<file path="src/rtl/ctrl_pkg.sv">
// Shared definitions for the control unit: FSM states, IR field positions,
// class/op encodings and the packed strobe bundle.
package ctrl_pkg;

  typedef enum logic [4:0] {
    S_RST,
    S_F0, S_F1, S_F2, S_F3, S_DEC,
    S_A0, S_A1, S_A2, S_A3,
    S_L0, S_L1, S_L2, S_L3,
    S_S0, S_S1, S_S2,
    S_MOV, S_IN0, S_IN1, S_OUT,
    S_HALT
  } state_t;

  localparam int IR_CLASS_BIT = 15;
  localparam int IR_OP_LSB    = 12;
  localparam int IR_RD_LSB    = 10;
  localparam int IR_RSA_LSB   = 8;
  localparam int IR_RSB_LSB   = 6;
  localparam int IR_IMM_BIT   = 5;

  localparam logic       CLASS_ALU  = 1'b0;
  localparam logic [2:0] OP_LOAD    = 3'b000;
  localparam logic [2:0] OP_STORE   = 3'b001;
  localparam logic [2:0] OP_MOV     = 3'b010;
  localparam logic [2:0] OP_IN      = 3'b011;
  localparam logic [2:0] OP_OUT     = 3'b100;
  localparam logic [2:0] OP_HALT    = 3'b111;

  typedef struct packed {
    logic alu_in0;
    logic alu_in1;
    logic alu_out_latch;
    logic alu_out_en;
    logic alu_imm_out;
    logic pc_out_en;
    logic pc_inc;
    logic mem_en;
    logic mem_rw;
    logic mar_in;
    logic mdr_write_en;
    logic mdr_read_en;
    logic mdr_out;
    logic p0_latch;
    logic p0_out;
    logic p1_latch;
    logic p1_out;
    logic ir_en;
    logic halted;
  } ctrl_t;

  function automatic logic [1:0] ir_field2(input logic [15:0] ir, input int lsb);
    return ir[lsb +: 2];
  endfunction

endpackage

</file>
<file path="src/rtl/reg_sel_decode.sv">
// Combinational 2-bit register index to one-hot enable, gated by en_i.
module reg_sel_decode (
  input  logic [1:0] idx_i,
  input  logic       en_i,
  output logic [3:0] onehot_o
);

  assign onehot_o = en_i ? (4'b0001 << idx_i) : 4'b0000;

endmodule

</file>
<file path="src/rtl/control_unit.sv">
// Moore-FSM control unit: fetch/decode/execute strobes decoded from state and IR.
// Optional macro ALUI_EN: IR[5] on ALU ops selects the immediate instead of rsB in A1.
module control_unit (
  input  logic        clk,
  input  logic        rst,
  input  logic [15:0] IRinstruct,
  input  logic        MFC,
  output logic        ALUin0,
  output logic        ALUin1,
  output logic        ALUOutLatch,
  output logic        ALUOutEn,
  output logic        ALUImmOut,
  output logic        PCOutEn,
  output logic        PCInc,
  output logic        r0Latch,
  output logic        r1Latch,
  output logic        r2Latch,
  output logic        r3Latch,
  output logic        r0Out,
  output logic        r1Out,
  output logic        r2Out,
  output logic        r3Out,
  output logic        memEN,
  output logic        memRW,
  output logic        MARin,
  output logic        MDRwriteEN,
  output logic        MDRreadEN,
  output logic        MDRout,
  output logic        p0Latch,
  output logic        p0Out,
  output logic        p1Latch,
  output logic        p1Out,
  output logic        IREN,
  output logic        halted
);
  import ctrl_pkg::*;

  state_t     state_q, state_d;
  ctrl_t      ctl;
  logic       src_en, src_use_rsb, rd_en;
  logic       imm_sel;
  logic [1:0] src_idx;
  logic [3:0] r_out, r_latch;
  logic [2:0] op;

  assign op = IRinstruct[IR_OP_LSB +: 3];

`ifdef ALUI_EN
  logic unused_ir;
  assign imm_sel   = IRinstruct[IR_IMM_BIT];
  assign unused_ir = ^IRinstruct[4:0];
`else
  logic unused_ir;
  assign imm_sel   = 1'b0;
  assign unused_ir = ^IRinstruct[5:0];
`endif

  always_ff @(posedge clk or posedge rst) begin
    if (rst) state_q <= S_RST;
    else     state_q <= state_d;
  end

  always_comb begin
    state_d = state_q;
    unique case (state_q)
      S_RST:  state_d = S_F0;
      S_F0:   state_d = S_F1;
      S_F1:   if (MFC) state_d = S_F2;
      S_F2:   state_d = S_F3;
      S_F3:   state_d = S_DEC;
      S_DEC: begin
        if (IRinstruct[IR_CLASS_BIT] == CLASS_ALU) begin
          state_d = S_A0;
        end else begin
          case (op)
            OP_LOAD:  state_d = S_L0;
            OP_STORE: state_d = S_S0;
            OP_MOV:   state_d = S_MOV;
            OP_IN:    state_d = S_IN0;
            OP_OUT:   state_d = S_OUT;
            OP_HALT:  state_d = S_HALT;
            default:  state_d = S_F0;
          endcase
        end
      end
      S_A0:   state_d = S_A1;
      S_A1:   state_d = S_A2;
      S_A2:   state_d = S_A3;
      S_L0:   state_d = S_L1;
      S_L1:   if (MFC) state_d = S_L2;
      S_L2:   state_d = S_L3;
      S_S0:   state_d = S_S1;
      S_S1:   state_d = S_S2;
      S_S2:   if (MFC) state_d = S_F0;
      S_IN0:  state_d = S_IN1;
      S_HALT: state_d = S_HALT;
      S_A3, S_L3, S_MOV, S_IN1, S_OUT: state_d = S_F0;
      default: state_d = S_RST;
    endcase
  end

  // Register-file strobes are expressed as enables here and expanded by the decoders.
  always_comb begin
    ctl         = '0;
    src_en      = 1'b0;
    src_use_rsb = 1'b0;
    rd_en       = 1'b0;
    unique case (state_q)
      S_F0:   begin ctl.pc_out_en = 1'b1; ctl.mar_in = 1'b1; end
      S_F1:   ctl.mem_en = 1'b1;
      S_F2:   ctl.mdr_read_en = 1'b1;
      S_F3:   begin ctl.mdr_out = 1'b1; ctl.ir_en = 1'b1; ctl.pc_inc = 1'b1; end
      S_A0:   begin src_en = 1'b1; ctl.alu_in0 = 1'b1; end
      S_A1: begin
        ctl.alu_in1 = 1'b1;
        if (imm_sel) begin
          ctl.alu_imm_out = 1'b1;
        end else begin
          src_en      = 1'b1;
          src_use_rsb = 1'b1;
        end
      end
      S_A2:   ctl.alu_out_latch = 1'b1;
      S_A3:   begin ctl.alu_out_en = 1'b1; rd_en = 1'b1; end
      S_L0:   begin src_en = 1'b1; ctl.mar_in = 1'b1; end
      S_L1:   ctl.mem_en = 1'b1;
      S_L2:   ctl.mdr_read_en = 1'b1;
      S_L3:   begin ctl.mdr_out = 1'b1; rd_en = 1'b1; end
      S_S0:   begin src_en = 1'b1; ctl.mar_in = 1'b1; end
      S_S1:   begin src_en = 1'b1; src_use_rsb = 1'b1; ctl.mdr_write_en = 1'b1; end
      S_S2:   begin ctl.mem_en = 1'b1; ctl.mem_rw = 1'b1; end
      S_MOV:  begin src_en = 1'b1; rd_en = 1'b1; end
      S_IN0:  ctl.p1_latch = 1'b1;
      S_IN1:  begin ctl.p1_out = 1'b1; rd_en = 1'b1; end
      S_OUT:  begin src_en = 1'b1; ctl.p0_latch = 1'b1; end
      S_HALT: ctl.halted = 1'b1;
      default: ;
    endcase
  end

  assign src_idx = src_use_rsb ? ir_field2(IRinstruct, IR_RSB_LSB)
                               : ir_field2(IRinstruct, IR_RSA_LSB);

  reg_sel_decode u_src_dec (
    .idx_i    (src_idx),
    .en_i     (src_en),
    .onehot_o (r_out)
  );

  reg_sel_decode u_rd_dec (
    .idx_i    (ir_field2(IRinstruct, IR_RD_LSB)),
    .en_i     (rd_en),
    .onehot_o (r_latch)
  );

  assign ALUin0      = ctl.alu_in0;
  assign ALUin1      = ctl.alu_in1;
  assign ALUOutLatch = ctl.alu_out_latch;
  assign ALUOutEn    = ctl.alu_out_en;
  assign ALUImmOut   = ctl.alu_imm_out;
  assign PCOutEn     = ctl.pc_out_en;
  assign PCInc       = ctl.pc_inc;
  assign {r3Latch, r2Latch, r1Latch, r0Latch} = r_latch;
  assign {r3Out, r2Out, r1Out, r0Out}         = r_out;
  assign memEN       = ctl.mem_en;
  assign memRW       = ctl.mem_rw;
  assign MARin       = ctl.mar_in;
  assign MDRwriteEN  = ctl.mdr_write_en;
  assign MDRreadEN   = ctl.mdr_read_en;
  assign MDRout      = ctl.mdr_out;
  assign p0Latch     = ctl.p0_latch;
  assign p0Out       = ctl.p0_out;
  assign p1Latch     = ctl.p1_latch;
  assign p1Out       = ctl.p1_out;
  assign IREN        = ctl.ir_en;
  assign halted      = ctl.halted;

endmodule
</file>
<file path="config.mk">
export PLATFORM = sky130hd
export DESIGN_NAME = control_unit
export DESIGN_NICKNAME = d
export VERILOG_FILES = /design/src/rtl/ctrl_pkg.sv /design/src/rtl/reg_sel_decode.sv /design/src/rtl/control_unit.sv
export SDC_FILE = /design/constraint.sdc
export NUM_CORES = 1
export LEC_CHECK = 0
export CAP_MARGIN = 20
export CORE_MARGIN = 1
export CORE_UTILIZATION = 39
export CTS_CLUSTER_DIAMETER = 120
export DETAILED_ROUTE_END_ITERATION = 8
export PLACE_DENSITY = 0.84
export SETUP_SLACK_MARGIN = 0.2
export SLEW_MARGIN = 25
export SYNTH_ARGS = -nofsm -noshare
export SYNTH_HDL_FRONTEND = slang
export SYNTH_SLANG_ARGS = --single-unit
</file>
<file path="constraint.sdc">
create_clock -name clk -period 1.9 [get_ports clk]
set_input_delay 0.285 -clock clk [delete_from_list [all_inputs] [get_ports clk]]
set_output_delay 0.285 -clock clk [all_outputs]
set_load 0.1 [all_outputs]
</file>
==> impl_metrics.yaml, run 1 <==
run_status:
  status: "did not finish"
  lastStage: "4_1_cts"
  error_line: "[ERROR DPL-0038] Utilization greater than 100%, impossible to legalize"
logic_synthesis:
  synth_common_cells: "nor2_1, a21oi_1, nand2_1, nor3_1, o21ai_0"
  ys_types: 42
  synth-seq-cells: 5
  synth_mux_area_share_pct: 1.33
  synth_top_cell_area_share_pct: 14.7
  synth_top_family_by_area: "simple AND/OR/NAND/NOR gates"
  yosysWarnings: 0
  netlist_instances: 126
  synth.most_common_cell: "nor2_1"
  yosysTopAreaCell: "dfrtp_1"
  avgSynthCellArea_um2: 6.74
  synth_edf_count: 0
  synthAdderAreaFrac_pct: 0
  synth_compound_area_share_pct: 23.0
  postSynth.asyncResetShare_pct: 100
  yosysSeqAreaShare_pct: 14.7
  synth_simple_gate_area_share_pct: 46.7
  synth_ff_type: "dfrtp_1"
  syn-cell-area_um2: 850
  synth_xor_area_share_pct: 3.09
  netlist_top_cells_area: "dfrtp_1, nor2_1, a21oi_1"
floorplan:
  dieWidth_um: 48.7
  io_pins: 46
  start_util_pct: 42.4
  placementRows: 16
  die_h_um: 48.7
clock_tree:
  cts_sinks: 5
  cts_buffer_depth: 2
  cts_root_buffer: "clkbuf_4"
  cts_setup_buffers: 23
  ctsHoldBuffers: 0
  cts_resized: 51
  cts-htree-levels: 1
  cts_made_buffers: 3
place:
  gp_congestion: 1.00
  pre_cts_ws_ns: -0.0112
  portBuffers: 37
  dp_hpwl_um: 2810
stage by stage:
| stage | cell area (µm²) | hold slack (ns) | std cells | TNS, ns |
|---|---|---|---|---|
| 2_1_floorplan | 1170 | 0.0635 | 127 | -2.40 |
| 3_3_place_gp | 1810 | 0.489 | 192 | 0 |
| 3_5_place_dp | 1810 | 0.499 | 192 | -0.0112 |
kinds of logic after synthesis:
family                    Yosys count
other                               1
muxes                               1
xor gates and xnor gates            3
DFF                                 5
AOI/OAI and AO/OA                  30
and+or+nand+nor                    70
buffers and inverters              16
==> run 2, diff against run 1 <==
--- a/config.mk
+++ b/config.mk
@@ -6,12 +6,10 @@
 export NUM_CORES = 1
 export LEC_CHECK = 0
 export CAP_MARGIN = 20
-export CORE_MARGIN = 1
-export CORE_UTILIZATION = 39
-export CTS_CLUSTER_DIAMETER = 120
+export CORE_AREA = 2 2 63 65
 export DETAILED_ROUTE_END_ITERATION = 8
-export PLACE_DENSITY = 0.84
-export SETUP_SLACK_MARGIN = 0.2
+export DIE_AREA = 0 0 65 67
+export PLACE_DENSITY_LB_ADDON = 0.15
 export SLEW_MARGIN = 25
 export SYNTH_ARGS = -nofsm -noshare
 export SYNTH_HDL_FRONTEND = slang
==> run 2 against run 1 <==
Effect of this change:
- the flow now finishes, with violations (setup timing)
- synthesized cell count unchanged
- area after synthesis unchanged
==> impl_metrics.yaml, run 2 <==
clock_tree:
  path_clk_slew_ns: 0.03
  cts_sinks: 5
  cts_tree: "yes"
  cts_made_buffers: 3
  cts_buffer_depth: 2
  cts-htree-levels: 1
  insertion_delay_ns: 0.22
  ctsHoldBuffers: 0
  cts_root_buffer: "clkbuf_8"
logic_synthesis:
  yosysTopAreaCell: "dfrtp_1"
  ys_types: 42
  synth-seq-cells: 5
  synth.most_common_cell: "nor2_1"
  synth_ff_type: "dfrtp_1"
  avgSynthCellArea_um2: 6.74
  synth_common_cells: "nor2_1, a21oi_1, nand2_1, nor3_1, o21ai_0"
  yosysWarnings: 0
  yosysSeqAreaShare_pct: 14.7
  synth_top_cell_area_share_pct: 14.7
  syn-cell-area_um2: 850
  netlist_top_cells_area: "dfrtp_1, nor2_1, a21oi_1"
  netlist_instances: 126
  postSynth.asyncResetShare_pct: 100
  synth_edf_count: 0
grt:
  grt_antenna_before_repair: 0
  grt.overflow.total: 0
  gr-usage-all-layers_pct: 14.3
  grt_max_degree: 24
  grt_pass1_vias: 1118
  grt_pass1_wl_um: 5060
critical_path:
  slowest_stage: "or3b_4"
  endpoint_kind: "output pin"
  max_stage_delay_ns: 0.39
  path_delay_family: "simple AND/OR/NAND/NOR gates"
  cp_cell_sequence: "and2b_2 > nand3_4 > or3b_4 > a21oi_4 > buf_12"
  ff2ff_path_depth: 6
  worstSetupPathType: "register to output pin"
  critical_path_required_ns: 1.62
  critPathBufInv: 1
  cp_max_fo: 6
  crit_path_start_kind: "register"
  path_depth: 5
  cp.arrival_ns: 1.71
detailed_routing:
  drt-initial-drc-count: 50
  drc: 0
  firstDrtPassIters: 4
  wl_per_cell_um: 13.7
  vias: 1177
  vias_per_cell: 4.97
  ant_nets: 0
  routed_wirelength_um: 3240
floorplan:
  core_um2: 3610
  die_h_um: 67
  dieWidth_um: 65
  io_pins: 46
  start_util_pct: 23.6
  die-area_um2: 4360
  placementRows: 22
timing:
  whs_ns: 0.259
  setup_viol: 5
  finClkSkew_ns: 0.000664
  max_freq_mhz: 502
  rsz0062_at_grt: "true"
  fin_ws_ns: -0.0905
  min_period_ns: 1.99
  period_share_pct: 105
  hold_viol_final: 0
  drv_slew: 0
place:
  gp_congestion: 0.871
  dp_hpwl_um: 2370
  pre_cts_ws_ns: 0.0615
  portBuffers: 37
cells_and_area:
  final_nets: 209
  drive_above_1_share_pct: 60.3
  antenna_cells: 0
  top_register: "state_q"
  area_growth_pct: 151
  largest_reg_flops: 5
  final_cell_mix: "buf_4, buf_12, clkdlybuf4s50_1, nand2_1"
  num-fill-cells: 301
  reg_top3: "state_q x5"
  final_util_pct: 59.2
job:
  maxCapViolations: 0
power_and_ir_drop:
  seq_power_share_pct: 6.7
  power.leakage_nw: 0.791
  switchingPower_w: 0.00185
  p_clk_share_pct: 5.6
  intPower_w: 0.00158
  swShare_pct: 53.9
  power.density_nw_per_um2: 1610
  comb_power_share_pct: 87.7
  peakVddDrop_uv: 744
run_status:
  status: "finished, violations left"
  violations: "setup timing"
min_path:
  hold_path_class: "input pin to asynchronous set/reset pin"
==> run 2: cell counts after synthesis <==
No cell type changed its count.
==> run 2: layout make-up <==
cell class              instances  area (µm²)  share of cell area [%]
inverters                       3        11.3                   0.528
multi-input cells             106         948                    44.4
well taps                      48        60.1                    2.81
clock buffers                   4        45.0                    2.11
repair buffers                 71         940                    44.0
flip-flops and latches          5         130                    6.10
==> run 2: timing repair <==
| item | in CTS | in global routing |
|---|---|---|
| gates resized for setup | 15 | 14 |
| gates cloned | 0 | 1 |
| endpoints found under the setup margin | 15 | 16 |
| pin swaps | 5 | 6 |
| buffers inserted | 4 | 11 |
==> run 2: per-layer routing <==
metal	vias up	track usage, %	share of wire [%]
li1	577	-	-
met2	42	25.6	53
met5	-	0	0
met3	6	1.35	5.6
met4	0	4.26	1.6
met1	552	18.1	39
==> run 2: power groups by stage <==
stage	Sequential (W)	Combinational (W)	Clock, W
after floorplan	0.000180	0.00188	0
after global placement	0.000220	0.00256	0
after detailed placement	0.000219	0.00258	0
after CTS	0.000221	0.00272	0.000196
after global routing	0.000234	0.00314	0.000207
final	0.000229	0.00301	0.000193
==> run 2: final timing paths <==
path	start	end	slack, ns
setup / recovery	state_q[4]	r2Out	-0.09
hold / removal	rst	state_q[3]	0.26
setup reg to reg	state_q[2]	state_q[1]	0.26
hold reg to reg	state_q[4]	state_q[3]	0.75
max in group asynchronous	rst	state_q[0]	1.46
min in group clk	state_q[4]	state_q[3]	0.75
==> run 2: worst register-to-register path, cell delays in order (launching register included) <==
cell,delay [ns]
dfrtp_2,0.45
buf_8,0.15
buf_4,0.16
or4b_1,0.48
o211ai_2,0.09
a21oi_1,0.06
o32ai_1,0.14
==> run 2: per-stage QoR <==
step	area (µm²)	std cells	total power [W]	TNS, ns
after floorplan	1150	127	0.00206	-2.34
after global placement	1850	217	0.00278	0
after detailed placement	1850	217	0.00280	0
after CTS	1970	225	0.00314	-0.381
after global routing	2130	237	0.00358	-0.771
final	2130	237	0.00343	-0.263
==> run 2: logic make-up (layout without fill, tap and decap cells) <==
family	after synthesis	after routing	synth area share, %
compound gates	30	30	23.0
mux	1	1	1.33
buf+inv	16	78	10.8
other cells	1	2	0.441
simple gates	70	70	46.7
flops	5	5	14.7
xor+xnor	3	3	3.09
Note: power is estimated with default switching activity, not from simulation.
==> run 3, diff against run 2 <==
--- a/config.mk
+++ b/config.mk
@@ -6,6 +6,8 @@
 export NUM_CORES = 1
 export LEC_CHECK = 0
 export CAP_MARGIN = 20
+export CELL_PAD_IN_SITES_DETAIL_PLACEMENT = 0
+export CELL_PAD_IN_SITES_GLOBAL_PLACEMENT = 1
 export CORE_AREA = 2 2 63 65
 export DETAILED_ROUTE_END_ITERATION = 8
 export DIE_AREA = 0 0 65 67
==> run 3 against run 2 <==
Effect of this change:
- the flow still finishes with violations (setup timing)
- maximum frequency fell by 0.50%
- sequential share of layout area rose by 0.24 points
- cell count fell by 2.1%
- via count fell by 3.1%
- count of clock-buffer cells in the layout did not move
- worst setup slack got worse by 0.0099 ns
- largest power group unchanged
- global-route usage rose by 0.80 points
- register-to-register slack improved by 0.02 ns
- power fell by 6.7%
- core utilization fell by 2.8 points
- flip-flop and latch count did not move
- non-clock buffer count fell by 5
- critical endpoint unchanged
==> impl_metrics.yaml, run 3 (synthesized netlist as in run 2, its figures left out) <==
timing:
  hold_viol_final: 0
  max_freq_mhz: 500
  finClkSkew_ns: 0.00227
  min_period_ns: 2.00
  fin_ws_ns: -0.100
  rsz0062_at_grt: "true"
  drv_slew: 0
  setup_viol: 11
  period_share_pct: 105
  setup_tns_ns: -0.529
clock_tree:
  cts_made_buffers: 3
  ctsHoldBuffers: 0
  cts_tree: "yes"
  path_clk_slew_ns: 0.03
  cts_buffer_depth: 2
  cts-htree-levels: 1
  insertion_delay_ns: 0.22
  cts_sinks: 5
  cts_root_buffer: "clkbuf_8"
cells_and_area:
  final_nets: 204
  postLayoutCellArea_um2: 2030
  antenna_cells: 0
  largest_reg_flops: 5
  final_cell_mix: "buf_4, buf_12, clkdlybuf4s50_1, nand2_1"
  num-fill-cells: 331
  final_common_cell: "buf_4"
  drive_above_1_share_pct: 58.2
  multi_input_area_um2: 943
  area_growth_pct: 139
  reg_top3: "state_q x5"
  register_area_um2: 129
  top_register: "state_q"
floorplan:
  start_util_pct: 23.6
  dieWidth_um: 65
  placementRows: 22
  io_pins: 46
  die-area_um2: 4360
  die_h_um: 67
  core_um2: 3610
critical_path:
  max_stage_delay_ns: 0.44
  worstSetupPathType: "register to output pin"
  cp_max_fo: 5
  critical_path_required_ns: 1.62
  slowest_stage: "or3b_4"
  crit_path_start_kind: "register"
  r2r_start: "state_q[3]"
  cp.arrival_ns: 1.72
  endpoint_kind: "output pin"
  crit_path_end: "r2Out"
  regToRegSetupSlack_ns: 0.28
  cp_cell_sequence: "and2b_1 > nand3_2 > or3b_4 > a21oi_4 > buf_12"
  r2r_end: "state_q[1]"
  ff2ff_path_depth: 5
  critPathLaunch: "state_q[4]"
grt:
  grt.overflow.total: 0
  grt_pass1_wl_um: 5170
  gr-usage-all-layers_pct: 15.1
  grt_max_degree: 24
  grt_antenna_before_repair: 0
  grt_pass1_vias: 1089
place:
  dp_hpwl_um: 2360
  gp_congestion: 0.811
  portBuffers: 37
  placed_cell_area_um2: 1870
power_and_ir_drop:
  swShare_pct: 56.2
  power.leakage_nw: 0.748
  intPower_w: 0.00140
  p_clk_share_pct: 6.0
  comb_power_share_pct: 86.5
  switchingPower_w: 0.00180
  power.density_nw_per_um2: 1570
  peakVddDrop_uv: 751
  seq_power_share_pct: 7.5
job:
  maxCapViolations: 0
detailed_routing:
  met3_length_um: 161
  route.met2.wl_um: 1590
  wl_met1_um: 1300
  drt-initial-drc-count: 55
  ant_nets: 0
  wl_per_cell_um: 13.3
  vias_per_cell: 4.92
  firstDrtPassIters: 4
  drc: 0
  vias: 1141
  top_layer: "met4"
  routed_wirelength_um: 3080
min_path:
  hold_path_class: "input pin to asynchronous set/reset pin"
run_status:
  status: "finished, violations left"
  violations: "setup timing"
[run 3: cell type report]
| class | count | share of cell area, % |
|---|---|---|
| repair buffers | 66 | 41.6 |
| clock buffers | 4 | 2.21 |
| well taps | 48 | 2.95 |
| multi-input cells | 106 | 46.4 |
| flip-flops and latches | 5 | 6.33 |
| inverters | 3 | 0.554 |
[run 3: worst min-delay path by stage]
stage               from         end  slack, ns
floorplan            rst  state_q[0]       0.06
global placement     rst  state_q[3]       0.48
detailed placement   rst  state_q[3]       0.49
CTS                  rst  state_q[4]       0.25
global route         rst  state_q[4]       0.28
finish               rst  state_q[4]       0.26
[run 3: stage by stage]
step	hold slack, ns	total power, W	setup WS, ns	cells	util, %
6_report	0.260	0.00320	-0.100	232	56.4
5_1_grt	0.276	0.00337	-0.167	232	56.4
4_1_cts	0.254	0.00315	-0.0886	232	55.4
3_5_place_dp	0.490	0.00282	0.00527	221	51.8
3_3_place_gp	0.485	0.00279	-0.00617	221	51.8
2_1_floorplan	0.0635	0.00206	-0.421	127	-
[run 3: what timing repair did]
action,CTS,global route
endpoints found under the setup margin,20,20
pin swaps,4,4
buffers inserted,7,0
cloned,0,0
gates resized for setup,10,8
hold endpoints to repair,0,0
[run 3: power groups by stage]
stage | logic, W | registers (W) | clock network, W
detailed placement | 0.00257 | 0.000245 | 0
global route | 0.00292 | 0.000246 | 0.000209
finish | 0.00277 | 0.000239 | 0.000192
floorplan | 0.00188 | 0.000180 | 0
global placement | 0.00255 | 0.000244 | 0
CTS | 0.00272 | 0.000232 | 0.000200
[run 3: layer usage]
layer | GRT usage (%) | up-vias
met5 | 0 | -
met4 | 2.66 | 0
met3 | 2.53 | 2
met2 | 27.6 | 40
met1 | 18.7 | 533
li1 | - | 566
[run 3: critical path, delay by kind of cell (launching register included)]
kind | cells | cell delay [ns]
simple gates | 3 | 0.78
buf+inv | 1 | 0.19
compound gates | 1 | 0.15
flops | 1 | 0.38
